==> config.mk <==
export PLATFORM = sky130hd
export DESIGN_NAME = mem_lbdif_seq_flat
export DESIGN_NICKNAME = d
export VERILOG_FILES = /design/src/rtl/mem_lbdif_seq_pkg.sv /design/src/rtl/mem_lbdif_seq_if.sv /design/src/rtl/mem_lbdif_seq_delay_line.sv /design/src/rtl/mem_lbdif_seq.sv /design/src/flat_wrapper.sv
export SDC_FILE = /design/constraint.sdc
export NUM_CORES = 1
export LEC_CHECK = 0
export ABC_AREA = 1
export BUFFER_PORTS_ARGS = -buffer_cell sky130_fd_sc_hd__buf_4
export CORE_MARGIN = 2
export CORE_UTILIZATION = 32
export DETAILED_ROUTE_END_ITERATION = 8
export HOLD_SLACK_MARGIN = 0.05
export PLACE_DENSITY = 0.57
export SKIP_LAST_GASP = 1
export SLEW_MARGIN = 20
export SYNTH_ARGS = -nofsm -noshare
export SYNTH_HDL_FRONTEND = slang
export SYNTH_HIERARCHICAL = 1
export SYNTH_SLANG_ARGS = --single-unit
==> constraint.sdc <==
create_clock -name sysclk -period 2.5 [get_ports sysclk]
set_input_delay 0.375 -clock sysclk [delete_from_list [all_inputs] [get_ports sysclk]]
set_output_delay 0.375 -clock sysclk [all_outputs]
set_load 0.02 [all_outputs]
==> src/rtl/mem_lbdif_seq_pkg.sv <==
// Shared types and constants for the local-bus interface sequencer and its delay line.
package mem_lbdif_pkg;

    localparam int unsigned CHANNELS_DEF = 10;
    localparam int unsigned TAPS_DEF     = 4;
    localparam int unsigned TAP_W        = $clog2(TAPS_DEF);
    localparam int unsigned CNT_W        = 5;
    localparam int unsigned STATE_W      = 3;

    typedef enum logic [STATE_W-1:0] {
        ST_IDLE    = 3'd0,
        ST_REFRESH = 3'd1,
        ST_BUS_ACC = 3'd2,
        ST_CPU_ACC = 3'd3,
        ST_WAIT    = 3'd4,
        ST_READY   = 3'd5,
        ST_RELEASE = 3'd6
    } lbdif_state_t;

    // Clamp a parameter-derived load value to the counter range
    function automatic logic [CNT_W-1:0] sat_cnt(input int unsigned v);
        return (v > ((1 << CNT_W) - 1)) ? '1 : CNT_W'(v);
    endfunction

endpackage

==> src/rtl/mem_lbdif_seq_if.sv <==
// Arbiter-side handshake bundle between the local bus arbiter and the sequencer.
interface mem_lbdif_if;
    import mem_lbdif_pkg::*;

    logic               BGNT_n;
    logic               CGNT_n;
    logic               BDAP_n;
    logic               MWRITE_n;
    logic               REF_n;
    logic               MOR_n;
    logic               ECCR;
    logic               MR_n;
    logic               BDRY_n;
    logic               RDATA;
    logic               RDATA25;
    logic               BCGNT50R_n;
    logic               BUSY;
    logic [STATE_W-1:0] STATE;

    modport master (
        output BGNT_n, CGNT_n, BDAP_n, MWRITE_n, REF_n, MOR_n, ECCR, MR_n,
        input  BDRY_n, RDATA, RDATA25, BCGNT50R_n, BUSY, STATE
    );

    modport slave (
        input  BGNT_n, CGNT_n, BDAP_n, MWRITE_n, REF_n, MOR_n, ECCR, MR_n,
        output BDRY_n, RDATA, RDATA25, BCGNT50R_n, BUSY, STATE
    );
endinterface

==> src/rtl/mem_lbdif_seq_delay_line.sv <==
// Multi-channel shift-register delay line with per-channel tap select and output gating.
module lbdif_delay_line
    import mem_lbdif_pkg::*;
#(
    parameter int unsigned CHANNELS = CHANNELS_DEF,
    parameter int unsigned TAPS     = TAPS_DEF
) (
    input  logic                               clk,
    input  logic                               rst,
    input  logic                               i_oe_n,
    input  logic [CHANNELS-1:0]                i_din,
    input  logic [CHANNELS*$clog2(TAPS)-1:0]   i_tap_sel,
    output logic [CHANNELS-1:0]                o_dout_c,
    output logic [CHANNELS*TAPS-1:0]           o_dtap_c
);

    localparam int unsigned SEL_W = $clog2(TAPS);

    logic [TAPS-1:0] r_taps [CHANNELS];

    // Out-of-range selects fall back to the deepest tap
    function automatic logic pick_tap(input logic [TAPS-1:0] taps, input logic [SEL_W-1:0] sel);
        logic [TAPS-1:0] shifted;
        int unsigned     idx;
        idx     = (32'(sel) >= TAPS) ? TAPS - 1 : 32'(sel);
        shifted = taps >> idx;
        return shifted[0];
    endfunction

    always_ff @(posedge clk) begin
        if (rst) begin
            for (int unsigned c = 0; c < CHANNELS; c++) r_taps[c] <= '1;
        end else begin
            for (int unsigned c = 0; c < CHANNELS; c++) r_taps[c] <= {r_taps[c][TAPS-2:0], i_din[c]};
        end
    end

    // Taps keep shifting while the outputs are disabled
    always_comb begin
        o_dout_c = '1;
        o_dtap_c = '1;
        if (!i_oe_n) begin
            for (int unsigned c = 0; c < CHANNELS; c++) begin
                o_dout_c[c]              = pick_tap(r_taps[c], i_tap_sel[c*SEL_W +: SEL_W]);
                o_dtap_c[c*TAPS +: TAPS] = r_taps[c];
            end
        end
    end

endmodule

==> src/rtl/mem_lbdif_seq.sv <==
// Local-bus interface control: delay line plus ready/read-data sequencer for bus and CPU memory accesses.
module mem_lbdif_seq
    import mem_lbdif_pkg::*;
#(
    parameter int unsigned CHANNELS = CHANNELS_DEF,
    parameter int unsigned TAPS     = TAPS_DEF,
    parameter int unsigned RDY_DLY  = 2,
    parameter int unsigned ECC_DLY  = 2,
    parameter int unsigned REF_HOLD = 1
) (
    input  logic                             sysclk,
    input  logic                             sys_rst,
    input  logic                             OE_n,
    input  logic [CHANNELS-1:0]              DIN,
    input  logic [CHANNELS*$clog2(TAPS)-1:0] TAP_SEL,
    output logic [CHANNELS-1:0]              DOUT,
    output logic [CHANNELS*TAPS-1:0]         DTAP,
    mem_lbdif_if.slave                       bus
);

    localparam logic [CNT_W-1:0] RDY_LOAD = sat_cnt(RDY_DLY - 1);
    localparam logic [CNT_W-1:0] ECC_LOAD = sat_cnt(RDY_DLY - 1 + ECC_DLY);
    localparam logic [CNT_W-1:0] REF_LOAD = sat_cnt(REF_HOLD);

    lbdif_state_t     r_state, w_state_nxt;
    logic [CNT_W-1:0] r_cnt, w_cnt_nxt;
    logic             r_owner_cpu, w_owner_nxt;
    logic             r_mwrite_n, w_mwrite_nxt;
    logic             r_bdry_n, w_bdry_n_nxt;
    logic             r_rdata, w_rdata_nxt;
    logic             r_rdata25;
    logic             r_bcgnt_n, w_bcgnt_n_nxt;
    logic             r_busy, w_busy_nxt;
    logic             w_grant_lost;

    lbdif_delay_line #(
        .CHANNELS (CHANNELS),
        .TAPS     (TAPS)
    ) u_delay_line (
        .clk       (sysclk),
        .rst       (sys_rst),
        .i_oe_n    (OE_n),
        .i_din     (DIN),
        .i_tap_sel (TAP_SEL),
        .o_dout_c  (DOUT),
        .o_dtap_c  (DTAP)
    );

    assign w_grant_lost = r_owner_cpu ? bus.CGNT_n : bus.BGNT_n;

    // State, datapath and registered outputs; master clear clears RDATA25 too
    always_ff @(posedge sysclk) begin
        if (sys_rst) begin
            r_state     <= ST_IDLE;
            r_cnt       <= '0;
            r_owner_cpu <= 1'b0;
            r_mwrite_n  <= 1'b1;
            r_bdry_n    <= 1'b1;
            r_rdata     <= 1'b0;
            r_rdata25   <= 1'b0;
            r_bcgnt_n   <= 1'b1;
            r_busy      <= 1'b0;
        end else begin
            r_state     <= w_state_nxt;
            r_cnt       <= w_cnt_nxt;
            r_owner_cpu <= w_owner_nxt;
            r_mwrite_n  <= w_mwrite_nxt;
            r_bdry_n    <= w_bdry_n_nxt;
            r_rdata     <= w_rdata_nxt;
            r_rdata25   <= bus.MR_n ? r_rdata : 1'b0;
            r_bcgnt_n   <= w_bcgnt_n_nxt;
            r_busy      <= w_busy_nxt;
        end
    end

    // Next-state and counter
    always_comb begin
        w_state_nxt  = r_state;
        w_cnt_nxt    = r_cnt;
        w_owner_nxt  = r_owner_cpu;
        w_mwrite_nxt = r_mwrite_n;
        unique case (r_state)
            ST_IDLE: begin
                if (!bus.REF_n) begin
                    w_state_nxt = ST_REFRESH;
                    w_cnt_nxt   = REF_LOAD;
                end else if (!bus.CGNT_n) begin
                    w_state_nxt = ST_CPU_ACC;
                    w_owner_nxt = 1'b1;
                end else if (!bus.BGNT_n && !bus.BDAP_n && bus.MOR_n) begin
                    w_state_nxt = ST_BUS_ACC;
                    w_owner_nxt = 1'b0;
                end
            end
            ST_REFRESH: begin
                if (!bus.REF_n)         w_cnt_nxt   = REF_LOAD;
                else if (r_cnt == '0)   w_state_nxt = ST_IDLE;
                else                    w_cnt_nxt   = r_cnt - CNT_W'(1);
            end
            ST_BUS_ACC, ST_CPU_ACC: begin
                if (w_grant_lost) begin
                    w_state_nxt = ST_IDLE;
                end else begin
                    w_state_nxt  = ST_WAIT;
                    w_mwrite_nxt = bus.MWRITE_n;
                    w_cnt_nxt    = bus.ECCR ? ECC_LOAD : RDY_LOAD;
                end
            end
            ST_WAIT: begin
                if (w_grant_lost)       w_state_nxt = ST_IDLE;
                else if (r_cnt == '0)   w_state_nxt = ST_READY;
                else                    w_cnt_nxt   = r_cnt - CNT_W'(1);
            end
            ST_READY:   w_state_nxt = ST_RELEASE;
            ST_RELEASE: if (w_grant_lost) w_state_nxt = ST_IDLE;
            default:    w_state_nxt = ST_IDLE;
        endcase
        if (!bus.MR_n) w_state_nxt = ST_IDLE;
    end

    // Outputs decoded from the next state so they align with the state register
    always_comb begin
        w_bdry_n_nxt  = 1'b1;
        w_rdata_nxt   = 1'b0;
        w_bcgnt_n_nxt = 1'b1;
        w_busy_nxt    = (w_state_nxt != ST_IDLE);
        case (w_state_nxt)
            ST_WAIT: w_bcgnt_n_nxt = !w_owner_nxt;
            ST_READY: begin
                w_bdry_n_nxt  = w_owner_nxt;
                w_rdata_nxt   = w_mwrite_nxt;
                w_bcgnt_n_nxt = !w_owner_nxt;
            end
            ST_RELEASE: begin
                w_rdata_nxt   = w_mwrite_nxt;
                w_bcgnt_n_nxt = !w_owner_nxt;
            end
            default: ;
        endcase
    end

    assign bus.BDRY_n     = r_bdry_n;
    assign bus.RDATA      = r_rdata;
    assign bus.RDATA25    = r_rdata25;
    assign bus.BCGNT50R_n = r_bcgnt_n;
    assign bus.BUSY       = r_busy;
    assign bus.STATE      = r_state;

endmodule

==> src/flat_wrapper.sv <==
// flat-port wrapper written by rule: the top's interface ports become plain ports
module mem_lbdif_seq_flat import mem_lbdif_pkg::*;
#(
    parameter int unsigned CHANNELS = CHANNELS_DEF,
    parameter int unsigned TAPS     = TAPS_DEF,
    parameter int unsigned RDY_DLY  = 2,
    parameter int unsigned ECC_DLY  = 2,
    parameter int unsigned REF_HOLD = 1
)
  (sysclk, sys_rst, OE_n, DIN, TAP_SEL, DOUT, DTAP, bus_BGNT_n, bus_CGNT_n, bus_BDAP_n, bus_MWRITE_n, bus_REF_n, bus_MOR_n, bus_ECCR, bus_MR_n, bus_BDRY_n, bus_RDATA, bus_RDATA25, bus_BCGNT50R_n, bus_BUSY, bus_STATE);
  mem_lbdif_if bus_i ();
  input  logic sysclk;
  input  logic sys_rst;
  input  logic OE_n;
  input  logic [CHANNELS-1:0] DIN;
  input  logic [CHANNELS*$clog2(TAPS)-1:0] TAP_SEL;
  output logic [CHANNELS-1:0] DOUT;
  output logic [CHANNELS*TAPS-1:0] DTAP;
  input wire logic [$bits(bus_i.BGNT_n)-1:0] bus_BGNT_n;
  input wire logic [$bits(bus_i.CGNT_n)-1:0] bus_CGNT_n;
  input wire logic [$bits(bus_i.BDAP_n)-1:0] bus_BDAP_n;
  input wire logic [$bits(bus_i.MWRITE_n)-1:0] bus_MWRITE_n;
  input wire logic [$bits(bus_i.REF_n)-1:0] bus_REF_n;
  input wire logic [$bits(bus_i.MOR_n)-1:0] bus_MOR_n;
  input wire logic [$bits(bus_i.ECCR)-1:0] bus_ECCR;
  input wire logic [$bits(bus_i.MR_n)-1:0] bus_MR_n;
  output wire logic [$bits(bus_i.BDRY_n)-1:0] bus_BDRY_n;
  output wire logic [$bits(bus_i.RDATA)-1:0] bus_RDATA;
  output wire logic [$bits(bus_i.RDATA25)-1:0] bus_RDATA25;
  output wire logic [$bits(bus_i.BCGNT50R_n)-1:0] bus_BCGNT50R_n;
  output wire logic [$bits(bus_i.BUSY)-1:0] bus_BUSY;
  output wire logic [$bits(bus_i.STATE)-1:0] bus_STATE;
  assign bus_i.BGNT_n = bus_BGNT_n;
  assign bus_i.CGNT_n = bus_CGNT_n;
  assign bus_i.BDAP_n = bus_BDAP_n;
  assign bus_i.MWRITE_n = bus_MWRITE_n;
  assign bus_i.REF_n = bus_REF_n;
  assign bus_i.MOR_n = bus_MOR_n;
  assign bus_i.ECCR = bus_ECCR;
  assign bus_i.MR_n = bus_MR_n;
  assign bus_BDRY_n = bus_i.BDRY_n;
  assign bus_RDATA = bus_i.RDATA;
  assign bus_RDATA25 = bus_i.RDATA25;
  assign bus_BCGNT50R_n = bus_i.BCGNT50R_n;
  assign bus_BUSY = bus_i.BUSY;
  assign bus_STATE = bus_i.STATE;
  mem_lbdif_seq #(.CHANNELS(CHANNELS), .TAPS(TAPS), .RDY_DLY(RDY_DLY), .ECC_DLY(ECC_DLY), .REF_HOLD(REF_HOLD)) u_core (.sysclk(sysclk), .sys_rst(sys_rst), .OE_n(OE_n), .DIN(DIN), .TAP_SEL(TAP_SEL), .DOUT(DOUT), .DTAP(DTAP), .bus(bus_i));
endmodule
## Yosys cells after proc, flatten, opt, wreduce, memory -nomap -nowiden

Memories as Yosys holds them, arrays and structs flattened.
Index checks and enable logic that the tools add are counted.

- Bits in registers: 15
- Memory bits (writable): 40
- Input bits: 41
- Output and inout bits: 58
- Logic and storage cells: 104
- Memories: 1

- Add/subtract/negate cells: 1
- Eq/ne operators: 12
- Shifts and indexed selects: 10
- Multiplexer cells: 40
- Bitwise operators: 14
- Reduce and logical (&&, ||, !) cells: 17

Memories:

| memory | depth | width | rd ports | clocked after memory_dff | write ports | line | RTL |
|---|---|---|---|---|---|---|---|
| u_core.u_delay_line.r_taps | 10 | 4 | 10 | 0 | 10 | mem_lbdif_seq_delay_line.sv:19 | `logic [TAPS-1:0] r_taps [CHANNELS];` |

Operator list:

| kind | number |
|---|---|
| two-way mux 4 bit | 10 |
| two-way mux 40 bit | 1 |
| >> shifter 4 x 2 -> 1 bit | 10 |
| two-way mux 3 bit | 10 |
| two-way mux 5 bit | 5 |
| case mux 5 bit (4 select lines) | 1 |
| equality test 3 bit, second input constant | 6 |
| case mux 3 bit (6 select lines) | 1 |
| OR reduction 2 bit | 6 |
| two-way mux 1 bit | 10 |
| two-way mux 10 bit | 1 |
| OR 1 bit | 10 |
| equality test 3 x 2 -> 1 bit, second input constant | 2 |
| != test 2 bit, second input constant | 3 |
| zero test 5 bit | 1 |
| subtractor 5 x 1 -> 5 bit, second input constant | 1 |
| inverter 1 bit | 4 |
| AND reduction 4 bit | 1 |
| nonzero test 4 bit | 1 |
| equality test 3 x 1 -> 1 bit, second input constant | 1 |
| zero test 1 bit | 3 |
| zero test 3 bit | 1 |
| nonzero test 3 bit | 1 |
| OR reduction 3 bit | 1 |
| 2 further kinds | 3 |

## Logic depth before layout (Yosys ltp)

- Depth after elaboration: 12
- Mapped depth: 11
- Gate-level depth less buffers: 11

## Modules after synthesis

Netlist, hierarchy kept.

Modules (own cells, without submodules):

| module | times used | cells each | area an instance (um^2) | seq. area each (um^2) |
|---|---|---|---|---|
| lbdif_delay_line | 1 | 261 | 1773.0 | 800.8 |
| mem_lbdif_seq | 1 | 144 | 875.8 | 300.3 |

## Worst setup path after synthesis

No wires, ideal clock.

- Kind: flip-flop to flip-flop
- Start: register u_core.r_state[1], in the netlist u_core/bus.STATE[1]
- End: register u_core.r_bcgnt_n, in the netlist u_core/bus.BCGNT50R_n
- Library setup time: 120 ps
- Arrival time: 1152 ps
- Data required time: 2380 ps
- Path slack: 1228 ps
- Cell stages (with the launch flop): 7
- Path buffers: 0
- Period minus slack after synthesis: 1272 ps
- Path through: dfxtp_1 > inv_2 > nand2_1 > nand3_1 > nand3_1 > nand3_2 > or2_1

- Longest elaborated chain between the ends: 9
- Elaborated cells between the ends (all ways): 26
- Those cells by class: eq/ne: 9; mux: 11; bitwise: 1; reduce/logical: 5

Ends and longest elaborated chain:

| element | line | RTL |
|---|---|---|
| from (decl) | mem_lbdif_seq.sv:25 | `lbdif_state_t r_state, w_state_nxt;` |
| from (signal assigned) | mem_lbdif_seq.sv:64 | `r_state <= w_state_nxt;` |
| two-way mux 3 bit | mem_lbdif_seq.sv:90 | `end else if (!bus.BGNT_n && !bus.BDAP_n && bus.MOR_n) begin` |
| two-way mux 3 bit | mem_lbdif_seq.sv:87 | `end else if (!bus.CGNT_n) begin` |
| two-way mux 3 bit | mem_lbdif_seq.sv:84 | `if (!bus.REF_n) begin` |
| case mux 3 bit (6 select lines) | mem_lbdif_seq.sv:82 | `unique case (r_state)` |
| two-way mux 3 bit | mem_lbdif_seq.sv:118 | `if (!bus.MR_n) w_state_nxt = ST_IDLE;` |
| equality test 3 bit | mem_lbdif_seq.sv:127 | `case (w_state_nxt)` |
| OR reduction 3 bit (no source line) | n/a |  |
| inverter 1 bit (no source line) | n/a |  |
| OR reduction 2 bit (no source line) | n/a |  |
| to (signal assigned) | mem_lbdif_seq.sv:71 | `r_bcgnt_n <= w_bcgnt_n_nxt;` |
| to (decl) | mem_lbdif_seq.sv:32 | `logic r_bcgnt_n, w_bcgnt_n_nxt;` |

Parallel ways exist; a longest one is shown, timed or not.
A chain may end at the register's enable or synchronous reset.

## Worst setup path after layout

- Start: input port OE_n
- End: output port DTAP[8]

- Longest elaborated chain between the ends: 1

Ends and longest elaborated chain:

| element | line | RTL |
|---|---|---|
| from (decl) | flat_wrapper.sv:14 | `input logic OE_n;` |
| two-way mux 40 bit | mem_lbdif_seq_delay_line.sv:42 | `if (!i_oe_n) begin` |
| to (decl) | flat_wrapper.sv:18 | `output logic [CHANNELS*TAPS-1:0] DTAP;` |

No other way between the ends.

==> flow_metrics.env <==
export IMPL_critPathMaxStageDelay_ns=0.47
export IMPL_end_kind="output port"
export IMPL_worst_hold_startpoint="DIN[5]"
export IMPL_die_area_sq_um=9020
export IMPL_drt_first_pass_iters=4
export IMPL_p_int_w=0.00135
export IMPL_path_clk_slew_ns=0.10
export IMPL_path_cells="buf_4, inv_2, nand2_1, buf_4"
export IMPL_start_util_pct=32.6
export IMPL_insertedDiodeCount=0
export IMPL_skew_ns=0.00952
export IMPL_antenna_found_initial=0
export IMPL_cts_setup_buffers=0
export IMPL_cts_hold_buffers=0
export IMPL_r2r_slack_ns=1.04
export IMPL_syn_nets=448
export IMPL_coreArea_sq_um=8130
export IMPL_cpMaxStageDelayCell="inv_2"
export IMPL_layout_setup_ws_ns=0.771
export IMPL_ys_warn_count=6
export IMPL_vias_per_cell=4.31
export IMPL_die_w_um=95.0
export IMPL_h_tree_depth=2
export IMPL_crit_top_cell="buf_4"
export IMPL_clk_insertion_delay_late_ns=0.30
export IMPL_syn_area_per_cell_sq_um=6.54
export IMPL_status="complete, no violations"
export IMPL_grt_pass1_wl_mm=10.3
export IMPL_cts_tree="yes"
export IMPL_startpoint_type="input port"
export IMPL_vias=2619
export IMPL_rsz0062_at_grt="false"
export IMPL_hold_path_depth=2
export IMPL_worstMarginPinSlew_ns=0.627
export IMPL_p_clk_share_pct=31.9
export IMPL_clock_sinks=55
export IMPL_die_h_um=95.0
export IMPL_wl_mm=6.28
export IMPL_combPwrFrac_pct=18.3
export IMPL_rows=33
export IMPL_ys_ff_latch=55
export IMPL_io_buffers=98
export IMPL_fmax_ghz=0.578
export IMPL_cap_violations=0
export IMPL_dpl_hpwl_mm=4.90
export IMPL_total_power_w=0.00187
export IMPL_place_ws_ns=0.737
export IMPL_cp_num_buf_inv=3
export IMPL_worstHoldPathType="in -> reg"
export IMPL_seq_area_frac_synth_pct=41.6
export IMPL_postRouteAntennaNets=0
export IMPL_fin_nets=545
export IMPL_worst_ir_drop_vdd_mv=0.246
export IMPL_synthCells=405
export IMPL_finalCritPeriodShare_pct=69.2
export IMPL_io_pins=99
export IMPL_period_minus_slack_ns=1.73
export IMPL_area_growth_pct=33.5
export IMPL_arrival_ns=1.35
export IMPL_cts_root_buffer="clkbuf_8"
export IMPL_route_detailed_drc=0
export IMPL_switching_share_pct=27.5
export IMPL_cts_resized_gates=0
export IMPL_setup_tns_ns=0
export IMPL_grt_max_degree=41
export IMPL_power_frac_seq_pct=49.9
export IMPL_drt_initial_drc_count=68
export IMPL_slew_viol_final=0
export IMPL_whs_endpoint="u_core/u_delay_line/r_taps[0][20]"
export IMPL_setup_viol=0
export IMPL_r2r_end="u_core/bus.RDATA"
export IMPL_grt_overflow_total=0
export IMPL_criticalPathCategory="in -> out"
export IMPL_globalplace_congestion=0.823
export IMPL_slew_headroom_pct=58.1
export IMPL_grt_pass1_vias=2383
export IMPL_drive_gt1_share_pct=24.1
export IMPL_power_density_nw_per_um2=527
export IMPL_place_inst=600
export IMPL_rr_startpoint="u_core/r_cnt[0]"
export IMPL_track_usage_pct=14.2
export IMPL_reg2regPathDepth=10
export IMPL_numCtsBuffers=5
export IMPL_ys_types=21
export IMPL_critPathMaxFanout=40
export IMPL_p_leak_nw=2.02
export IMPL_hold_violations=0
export IMPL_syn_area_sq_um=2650
export IMPL_required_ns=2.12
export IMPL_critPathLaunch="OE_n"
export IMPL_p_sw_w=0.000513
export IMPL_clockBufferDepth=2
export IMPL_post_layout_nonfiller_instances=608
export IMPL_crit_family="buffers and inverters"
export IMPL_finish_utilization_pct=43.5
export IMPL_wl_per_cell_um=10.3
[synth_stat cells (all sizes together)]
cell	instances	share of area, %
xor2	1	0.33
o21ai	5	1.1
or2	21	5.0
dfxtp	55	42
o21bai	1	0.28
nand2	170	24
ha	2	0.94
inv	78	11
nand4	1	0.24
a21oi	5	1.1
nor2	19	2.9
nand3	37	7.2
buf	9	3.8
nor3	1	0.19
[final cells by class]
| class | count | area (sq um) |
|---|---|---|
| fill | 857 | 4600 |
| multi-input combinational | 263 | 1150 |
| sequential | 55 | 1100 |
| timing repair buffer | 99 | 743 |
| inverter | 78 | 293 |
| tap | 105 | 131 |
| clock buffer | 5 | 68.8 |
| clock inverter | 3 | 46.3 |
[registers in the layout (all words and copies together) (netlist names)]
name                        flops
u_core/bus.BCGNT50R_n           1
u_core/bus.BDRY_n               1
u_core/bus.BUSY                 1
u_core/bus.RDATA                1
u_core/bus.RDATA25              1
u_core/bus.STATE                3
u_core/r_cnt                    5
u_core/r_mwrite_n               1
u_core/r_owner_cpu              1
u_core/u_delay_line/r_taps     40
[cells by family after synthesis]
group / after synthesis / share of synthesized area (%)
and+or+nand+nor: 249 / 39.8
buffers and inverters: 87 / 14.9
DFF: 55 / 41.6
AOI/OAI and AO/OA: 11 / 2.46
adders and majority gates: 2 / 0.945
xor gates and xnor gates: 1 / 0.331
[worst max path at each step]
stage | endpoint | cells past startpoint
floorplan | u_core/bus.BCGNT50R_n | 6
global placement | DOUT[3] | 4
detailed placement | DTAP[8] | 4
CTS | DTAP[8] | 4
global route | DTAP[13] | 4
finish | DTAP[8] | 4
[placed cells by master, fill, tap and decap left out]
cell / n
buf_4: 99
nand3_1: 36
or2_1: 21
a21oi_2: 1
dfxtp_1: 55
a21oi_1: 4
nor3_1: 1
nand2_1: 167
nand2_2: 3
bufinv_16: 1
nand4_1: 1
nor2_1: 17
inv_2: 6
xor2_1: 1
o21ai_0: 2
o21ai_1: 2
o21ai_2: 1
inv_6: 1
clkinvlp_4: 1
inv_1: 72
clkbuf_8: 5
ha_1: 2
o21bai_1: 1
nand3_2: 1
nor2_2: 2
[per-layer routing]
layer,global-route usage [%],up-vias,wire [um],share of wire (%)
met2,24.9,76,2980,47
met5,0,-,0,0
met1,18.0,1157,2770,44
li1,-,1381,-,-
met3,2.79,5,473,7.5
met4,3.26,0,53,0.84
[through the flow]
stage	hold WS, ns	cell area (sq um)
after global placement	0.433	3420
after floorplan	0.416	2650
after CTS	0.231	3540
after global routing	0.227	3540
after detailed placement	0.434	3420
final	0.239	3540
[power by group through the flow]
stage	clock network (W)	logic, W	registers, W
after global placement	0	0.000338	0.000951
after global routing	0.000643	0.000388	0.000935
after detailed placement	0	0.000344	0.000950
after floorplan	0	0.000213	0.000950
final	0.000594	0.000341	0.000930
after CTS	0.000618	0.000345	0.000930
No activity file was read; power rests on OpenSTA's default activity.
